### src/rtl/flow_dispatcher_pkg.sv
// Shared types for the flow dispatcher: FSM state encoding and word-index width helper.
// Pure declarations, no logic; imported by the interface, the lane and the top.
// No flow control lives here.
package flow_dispatcher_pkg;

    typedef enum logic {
        IDLE     = 1'b0,
        DISPATCH = 1'b1
    } state_t;

    // Width of a word index; a single-word bundle still gets one bit.
    function automatic int idx_width(input int words);
        return (words > 1) ? $clog2(words) : 1;
    endfunction

endpackage

### src/rtl/flow_dispatcher_if.sv
// Bundle-in / multi-lane-out bus of the flow dispatcher.
// master = upstream producer plus downstream lane consumers, slave = the dispatcher.
// valid_in/ready upstream, valid_out/ready_in per lane downstream.
interface flow_dispatcher_if
    import flow_dispatcher_pkg::*;
#(
    parameter int DATA_WIDTH = 32,
    parameter int WORDS      = 3,
    parameter int LANES      = 3
) ();

    localparam int IDX_W = idx_width(WORDS);

    logic [DATA_WIDTH-1:0] din       [WORDS];
    logic                  valid_in;
    logic                  ready;
    logic [DATA_WIDTH-1:0] dout      [LANES];
    logic [IDX_W-1:0]      idx_out   [LANES];
    logic [LANES-1:0]      valid_out;
    logic [LANES-1:0]      ready_in;
    logic                  busy;

    modport master (
        output din, valid_in, ready_in,
        input  ready, dout, idx_out, valid_out, busy
    );

    modport slave (
        input  din, valid_in, ready_in,
        output ready, dout, idx_out, valid_out, busy
    );

endinterface

### src/rtl/flow_dispatch_lane.sv
// One dispatch lane: walks word indices LANE_ID, LANE_ID+LANES, ... of the held bundle.
// Word select is combinational from the pointer register; the pointer steps one edge after a handshake.
// Holds dout/idx_out stable while ready_in is low.
module flow_dispatch_lane
    import flow_dispatcher_pkg::*;
#(
    parameter int DATA_WIDTH = 32,
    parameter int WORDS      = 3,
    parameter int LANES      = 3,
    parameter int LANE_ID    = 0
) (
    input  logic                         clk,
    input  logic                         rst_n,
    input  logic                         load,
    input  logic                         active,
    input  logic [WORDS-1:0]             pending,
    input  logic [DATA_WIDTH-1:0]        bundle [WORDS],
    input  logic                         ready_in,
    output logic [DATA_WIDTH-1:0]        dout,
    output logic [idx_width(WORDS)-1:0]  idx_out,
    output logic                         valid_out,
    output logic                         hs
);

    localparam int IDX_W = idx_width(WORDS);
    // Step and start are clamped to WORDS so the IDX_W+1 bit pointer never wraps,
    // even when LANES is much larger than WORDS.
    localparam int STEP = (LANES > WORDS) ? WORDS : LANES;
    localparam int INIT = (LANE_ID < WORDS) ? LANE_ID : WORDS;

    localparam logic [IDX_W:0] STEP_P  = STEP[IDX_W:0];
    localparam logic [IDX_W:0] INIT_P  = INIT[IDX_W:0];
    localparam logic [IDX_W:0] WORDS_P = WORDS[IDX_W:0];

    logic [IDX_W:0]   p;
    logic [IDX_W-1:0] sel;
    logic             in_range;

    assign sel       = p[IDX_W-1:0];
    assign in_range  = (p < WORDS_P);
    assign valid_out = active && in_range && pending[sel];
    assign hs        = valid_out && ready_in;
    assign dout      = in_range ? bundle[sel] : '0;
    assign idx_out   = in_range ? sel : '0;

    always_ff @(posedge clk or negedge rst_n) begin
        if (!rst_n) begin
            p <= '0;
        end else if (load) begin
            p <= INIT_P;
        end else if (hs) begin
            p <= p + STEP_P;
        end
    end

endmodule

### src/rtl/flow_dispatcher.sv
// Captures a WORDS-word bundle and spreads it over LANES lanes; FLOW_DISPATCHER_BACK2BACK_EN removes the inter-bundle bubble.
// First words appear one cycle after capture; ceil(WORDS/LANES) dispatch cycles with all lanes ready.
// ready drops while a bundle is held (or, back-to-back, until the last pending words handshake).
module flow_dispatcher
    import flow_dispatcher_pkg::*;
#(
    parameter int DATA_WIDTH = 32,
    parameter int WORDS      = 3,
    parameter int LANES      = 3
) (
    input  logic                    clk,
    input  logic                    rst_n,
    flow_dispatcher_if.slave        bus
);

    localparam int IDX_W = idx_width(WORDS);

    state_t                state;
    logic [DATA_WIDTH-1:0] bundle    [WORDS];
    logic [WORDS-1:0]      pending;
    logic [WORDS-1:0]      clear;
    logic [WORDS-1:0]      pending_nxt;
    logic [LANES-1:0]      hs;
    logic [LANES-1:0]      lane_vld;
    logic [IDX_W-1:0]      lane_idx  [LANES];
    logic [DATA_WIDTH-1:0] lane_dout [LANES];
    logic                  active;
    logic                  accept;

    assign active = (state == DISPATCH);

    // Lanes own disjoint index sets, so at most one lane clears any given bit.
    always_comb begin
        clear = '0;
        for (int l = 0; l < LANES; l++) begin
            if (hs[l]) begin
                clear[lane_idx[l]] = 1'b1;
            end
        end
    end

    assign pending_nxt = pending & ~clear;

`ifdef FLOW_DISPATCHER_BACK2BACK_EN
    assign bus.ready = !active || (pending_nxt == '0);
`else
    assign bus.ready = !active;
`endif

    assign accept = bus.valid_in && bus.ready;

    always_ff @(posedge clk or negedge rst_n) begin
        if (!rst_n) begin
            state   <= IDLE;
            pending <= '0;
            for (int w = 0; w < WORDS; w++) begin
                bundle[w] <= '0;
            end
        end else if (accept) begin
            state   <= DISPATCH;
            pending <= '1;
            for (int w = 0; w < WORDS; w++) begin
                bundle[w] <= bus.din[w];
            end
        end else if (active) begin
            pending <= pending_nxt;
            if (pending_nxt == '0) begin
                state <= IDLE;
            end
        end
    end

    for (genvar l = 0; l < LANES; l++) begin : g_lane
        flow_dispatch_lane #(
            .DATA_WIDTH (DATA_WIDTH),
            .WORDS      (WORDS),
            .LANES      (LANES),
            .LANE_ID    (l)
        ) u_lane (
            .clk        (clk),
            .rst_n      (rst_n),
            .load       (accept),
            .active     (active),
            .pending    (pending),
            .bundle     (bundle),
            .ready_in   (bus.ready_in[l]),
            .dout       (lane_dout[l]),
            .idx_out    (lane_idx[l]),
            .valid_out  (lane_vld[l]),
            .hs         (hs[l])
        );
    end

    assign bus.dout      = lane_dout;
    assign bus.idx_out   = lane_idx;
    assign bus.valid_out = lane_vld;
    assign bus.busy      = active;

endmodule

### src/flat_wrapper.sv
// flat-port wrapper written by rule: the top's interface ports become plain ports
module flow_dispatcher_flat import flow_dispatcher_pkg::*;
#(
    parameter int DATA_WIDTH = 32,
    parameter int WORDS      = 3,
    parameter int LANES      = 3
)
  (clk, rst_n, bus_din, bus_valid_in, bus_ready_in, bus_ready, bus_dout, bus_idx_out, bus_valid_out, bus_busy);
  flow_dispatcher_if #(.DATA_WIDTH(DATA_WIDTH), .WORDS(WORDS), .LANES(LANES)) bus_i ();
  input  logic clk;
  input  logic rst_n;
  input wire logic [$bits(bus_i.din)-1:0] bus_din;
  input wire logic [$bits(bus_i.valid_in)-1:0] bus_valid_in;
  input wire logic [$bits(bus_i.ready_in)-1:0] bus_ready_in;
  output wire logic [$bits(bus_i.ready)-1:0] bus_ready;
  output wire logic [$bits(bus_i.dout)-1:0] bus_dout;
  output wire logic [$bits(bus_i.idx_out)-1:0] bus_idx_out;
  output wire logic [$bits(bus_i.valid_out)-1:0] bus_valid_out;
  output wire logic [$bits(bus_i.busy)-1:0] bus_busy;
  assign bus_i.din = {>>{bus_din}};
  assign bus_i.valid_in = bus_valid_in;
  assign bus_i.ready_in = bus_ready_in;
  assign bus_ready = bus_i.ready;
  assign bus_dout = {>>{bus_i.dout}};
  assign bus_idx_out = {>>{bus_i.idx_out}};
  assign bus_valid_out = bus_i.valid_out;
  assign bus_busy = bus_i.busy;
  flow_dispatcher #(.DATA_WIDTH(DATA_WIDTH), .WORDS(WORDS), .LANES(LANES)) u_core (.clk(clk), .rst_n(rst_n), .bus(bus_i));
endmodule
### config.mk
export PLATFORM = sky130hd
export DESIGN_NAME = flow_dispatcher_flat
export DESIGN_NICKNAME = d
export VERILOG_FILES = /design/src/rtl/flow_dispatcher_pkg.sv /design/src/rtl/flow_dispatcher_if.sv /design/src/rtl/flow_dispatch_lane.sv /design/src/rtl/flow_dispatcher.sv /design/src/flat_wrapper.sv
export SDC_FILE = /design/constraint.sdc
export NUM_CORES = 1
export LEC_CHECK = 0
export ABC_AREA = 1
export CAP_MARGIN = 20
export CORE_ASPECT_RATIO = 1.2
export CORE_MARGIN = 4
export CORE_UTILIZATION = 35
export CTS_BUF_LIST = sky130_fd_sc_hd__clkbuf_16
export DETAILED_ROUTE_END_ITERATION = 8
export SYNTH_ARGS = -nofsm -noshare
export SYNTH_HDL_FRONTEND = slang
export SYNTH_SLANG_ARGS = --single-unit
### constraint.sdc
create_clock -name clk -period 1.5 [get_ports clk]
set_input_delay 0.45 -clock clk [delete_from_list [all_inputs] [get_ports clk]]
set_output_delay 0.45 -clock clk [all_outputs]
set_load 0.05 [all_outputs]
**After elaboration in Yosys (flattened, before gate mapping)**

Index checks and enable logic that the tools add are counted.

- Logic and storage cells: 93
- Flip-flop bits (word level): 109
- Output and inout port bits: 107

- Reductions and logical operators: 19
- Multiplexer cells: 41
- Order comparisons: 15
- Bitwise gates (word level): 7
- Add/subtract/negate cells: 3

Operator list:

| cell | count |
|---|---|
| 2-to-1 mux 32 bit | 9 |
| binary-select mux 32 bit (select 2 bit) | 3 |
| 2-to-1 mux 3 bit | 11 |
| less-than comparator 2 x 3 -> 1 bit, second input constant | 6 |
| logical AND 1 bit | 13 |
| adder 3 x 2 -> 3 bit, second input constant | 3 |
| greater-or-equal comparator 3 bit, second input constant | 3 |
| less-than comparator 3 x 2 -> 1 bit, second input constant | 3 |
| 2-to-1 mux 1 bit | 9 |
| inverter 2 -> 3 bit | 3 |
| nonzero test 2 bit | 4 |
| binary-select mux 1 bit (select 2 bit) | 3 |
| demux 1 bit (select 2 bit) | 3 |
| greater-or-equal comparator 2 x 1 -> 1 bit, second input constant | 3 |
| 2-to-1 mux 2 bit | 3 |
| bitwise OR 3 bit | 2 |
| bitwise AND 3 bit | 1 |
| zero test 3 bit | 1 |
| inverter 3 bit | 1 |
| zero test 1 bit | 1 |

**Logic depth before layout (Yosys ltp)**

- Depth in word-level cells: 17
- Mapped depth: 11
- Mapped depth without buffers: 11

**Cells and area by module**

A second synthesis with hierarchy kept.

- Cell total of the unflattened synthesis: 1094
- Area total of the unflattened synthesis: 7116.8 um^2

Modules (own cells, without submodules):

| module | instances | area each (um^2) | cells each | sequential area each (um^2) |
|---|---|---|---|---|
| flow_dispatcher | 1 | 3886.2 | 447 | 2502.4 |
| flow_dispatch_lane at u_core.g_lane[2].u_lane | 1 | 1086.0 | 216 | 75.1 |
| flow_dispatch_lane at u_core.g_lane[1].u_lane | 1 | 1081.0 | 215 | 75.1 |
| flow_dispatch_lane at u_core.g_lane[0].u_lane | 1 | 1063.5 | 216 | 75.1 |

**Least setup slack after synthesis**

OpenSTA, ideal clock, no wires.

- Path type: reg-to-output
- From: register u_core.state (netlist: u_core.bus.busy)
- To: output bus_valid_out[2]
- Arrival time: 1.503 ns
- Path buffers: 1
- Setup slack: -0.453 ns
- Stages on the path, launching flop included: 6
- Path through: dfrtp_1 inv_2 a21oi_2 nand2_2 nor2_4 buf_4

- Longest elaborated chain between the ends: 2

RTL lines:

| element | line | source |
|---|---|---|
| from (decl) | flow_dispatcher.sv:18 | `state_t state;` |
| from (signal assigned) | flow_dispatcher.sv:54 | `state <= IDLE;` |
| from (signal assigned) | flow_dispatcher.sv:60 | `state <= DISPATCH;` |
| from (signal assigned) | flow_dispatcher.sv:68 | `state <= IDLE;` |
| logical AND 1 bit (2 in series) | flow_dispatch_lane.sv:41 | `assign valid_out = active && in_range && pending[sel];` |
| to (decl) | flat_wrapper.sv:18 | `output wire logic [$bits(bus_i.valid_out)-1:0] bus_valid_out;` |

Every way passes these cells.

**Worst setup path after layout**

- From: register u_core.g_lane[2].u_lane.p[0]
- To: output bus_dout[19]

- Longest elaborated chain between the ends: 5

RTL lines:

| element | line | source |
|---|---|---|
| from (decl) | flow_dispatch_lane.sv:35 | `logic [IDX_W:0] p;` |
| from (signal assigned) | flow_dispatch_lane.sv:52 | `p <= p + STEP_P;` |
| inverter 2 -> 3 bit (implied by the code) | flow_dispatch_lane.sv:43 | `assign dout = in_range ? bundle[sel] : '0;` |
| binary-select mux 32 bit (select 2 bit) | flow_dispatch_lane.sv:43 |  |
| 2-to-1 mux 32 bit (implied by the code) (2 in series) | flow_dispatch_lane.sv:43 |  |
| 2-to-1 mux 32 bit * | flow_dispatch_lane.sv:43 |  |
| to (decl) | flat_wrapper.sv:16 | `output wire logic [$bits(bus_i.dout)-1:0] bus_dout;` |

Mark *: on every way between the ends. The rest lies on a longest branch, timed or not. The select of a mux whose other input is x is not followed.

==> qor.yml <==
die_h_um: 163
rows: 56
yosysUniqueCellTypes: 28
worst_hold_slack_ns: 0.529
stdcell_count: 1470
synth_ff_type: "dfrtp_1"
yosysMostFrequentCell: "nand2_1"
synth_edf_count: 0
startpoint: "u_core.g_lane[2].u_lane.p[0]"
worstSetupStartpointType: "flop"
final-setup-viol-count: 114
cts-root-buf: "clkbuf_16"
vias_per_cell: 5.18
vias: 7615
avgSynthCellArea_um2: 7.24
clkTransAtPathRegs_ns: 0.07
grt-ovfl-total: 0
violations: "negative setup slack"
clock-sinks: 109
hold_class: "flop to flop"
cp.required_ns: 1.05
seq_area_frac_synth: 0.391
cts_tree: "yes"
rsz0062_at_grt: "yes"
fin_worst_skew_ns: 0.0119
grt_max_degree: 64
slew_violations: 0
core-area_mm2: 0.0195
drc_errors: 0
critPathCaptureType: "output pin"
dp_cells: 1421
synthTopCellsByCount: "344 x nand2_1, 192 x o211ai_1, 138 x inv_1"
portBuffers: 208
detail-route-antenna-nets: 0
fin_ws_ns: -0.624
antenna_found_initial: 0
wire_per_inst_um: 18.2
crit_arrival_ns: 1.67
nets: 1309
num_antenna_cells: 0
io_pins: 209
status: "finished with violations"
slew_headroom: 0.775
clk_path_buf_depth: 2
yosysTopAreaCellShare: 0.391
path_class: "flop to output pin"
fin_area_mm2: 0.0119
drtPass1Iterations: 5
dp_hpwl_mm: 17.6
hp-start: "u_core.bundle[53]"
drv_cap: 0
tightest_slew_ns: 0.337
yosys_warnings: 0
rr_startpoint: "u_core.g_lane[2].u_lane.p[0]"
min_period_ns: 2.12
clk_latency_ns: 0.35
gr-usage-all-layers: 0.233
grt_pass1_wl_mm: 41.0
initial_core_util: 0.356
synth_area_mm2: 0.00697
hold_violations: 0
yosys.area.top_type: "dfrtp_1"
cts_made_buffers: 9
ys_seq_elements: 109
drt_iter0_drc: 565
die-area_mm2: 0.0222
postSynthCellCount: 963
finalCritPeriodShare: 1.42
post_dp_cell_area_mm2: 0.0105
h-tree-depth: 3
fmax_mhz: 471
routed_wl_mm: 26.8
synthArstFlopShare: 1.00
drive_gt1_frac: 0.314
grt_pass1_vias: 7817
die_w_um: 137
synth_nets: 1068
syn_to_final_growth_pct: 71.1
cp_max_fo: 7
gp_congestion: 0.881
synth.top_cells.by_area: "dfrtp_1 39%, o211ai_1 21%, nand2_1 19%, inv_1 7.4%, buf_2 3.1%"
-- kinds of logic (layout without fill, tap and decap cells) --
logic type / count (synthesis) / in the layout / synth area share
buffers and inverters: 224 / 470 / 0.133
AND/OR/NAND/NOR: 388 / 388 / 0.229
flip-flops: 109 / 109 / 0.391
adder cells (fa/ha/maj): 3 / 3 / 0.00539
AO/OA/AOI/OAI: 239 / 239 / 0.242
-- registers in the layout (all words and copies together) (netlist names) --
register / cells
u_core.bundle: 96
u_core.g_lane.u_lane.p: 9
u_core.pending: 3
u_core.bus.busy: 1
-- layout make-up --
cell class	instances	area, µm²
fillers	1674	7630
inverters	147	622
well taps	261	327
multi-input cells	630	3490
flip-flops and latches	109	2740
clock inverters	7	60.1
repair buffers	307	4460
clock buffers	9	225
-- path summary, 6_finish.rpt --
kind / end / slack, ns / cells past startpoint
hold reg to reg: u_core.bundle[53] / 0.53 / 2
max in group asynchronous: u_core.bundle[48] / 0.43 / 3
setup reg to reg: u_core.bus.busy / -0.23 / 12
min in group asynchronous: u_core.bundle[94] / 0.54 / 2
hold / removal: u_core.bundle[53] / 0.53 / 2
setup / recovery: bus_dout[19] / -0.62 / 7
-- stage by stage --
stage | setup TNS (ns) | util | worst slack (ns)
after floorplan | -10.37 | - | -0.157
after global placement | -31.75 | 0.536 | -0.230
after detailed placement | -33.93 | 0.536 | -0.244
after CTS | -59.65 | 0.594 | -0.617
after global routing | -67.32 | 0.610 | -0.685
final | -59.35 | 0.610 | -0.624
-- routing by layer --
layer  track usage  up-vias  share of wire
met3        0.0374       44          0.064
met5             0        -              0
met2         0.402      303           0.51
met4        0.0835        0          0.027
li1              -     3650              -
met1         0.293     3618           0.40
-- cells in the final DEF, fill, tap and decap left out, types with 3 or more instances in the layout --
| cell | Yosys | routed |
|---|---|---|
| nand2_1 | 344 | 333 |
| o211ai_1 | 192 | 192 |
| dfrtp_1 | 109 | 103 |
| clkdlybuf4s50_1 | 0 | 100 |
| buf_12 | 0 | 100 |
| inv_2 | 8 | 98 |
| inv_1 | 138 | 41 |
| buf_8 | 0 | 35 |
| buf_4 | 3 | 28 |
| buf_6 | 2 | 28 |
| o21ai_0 | 32 | 27 |
| clkbuf_16 | 0 | 14 |
| nand2_2 | 3 | 10 |
| buf_16 | 0 | 10 |
| nor2_4 | 3 | 9 |
| o21ai_1 | 6 | 9 |
| nand2_4 | 4 | 8 |
| nor2_1 | 13 | 6 |
| dfrtp_2 | 0 | 6 |
| inv_4 | 1 | 5 |
| nand3_4 | 2 | 5 |
| nand4_1 | 5 | 5 |
| nand3_2 | 2 | 4 |
| a21oi_1 | 4 | 3 |
| nor2_2 | 2 | 3 |
| o22ai_1 | 4 | 3 |
| ha_1 | 3 | 3 |
-- worst max-delay path: stages, from the launching register on --
cell,delay (ns)
dfrtp_2,0.50
nand2_4,0.07
nand2_4,0.10
clkinv_8,0.10
buf_12,0.15
o211ai_1,0.16
inv_2,0.08
buf_8,0.16
-- what timing repair did --
action | in CTS | in global routing
gates resized for setup | 130 | 44
hold endpoints to repair | 15 | 0
hold buffers | 1 | 0
endpoints found under the setup margin | 114 | 120
gates cloned | 11 | 5
setup buffers | 11 | 9
pin swaps | 43 | 31
Power is left out: the tool's default activity adds up to more than one toggle a clock period on the data nets, which glitch-free logic cannot reach.
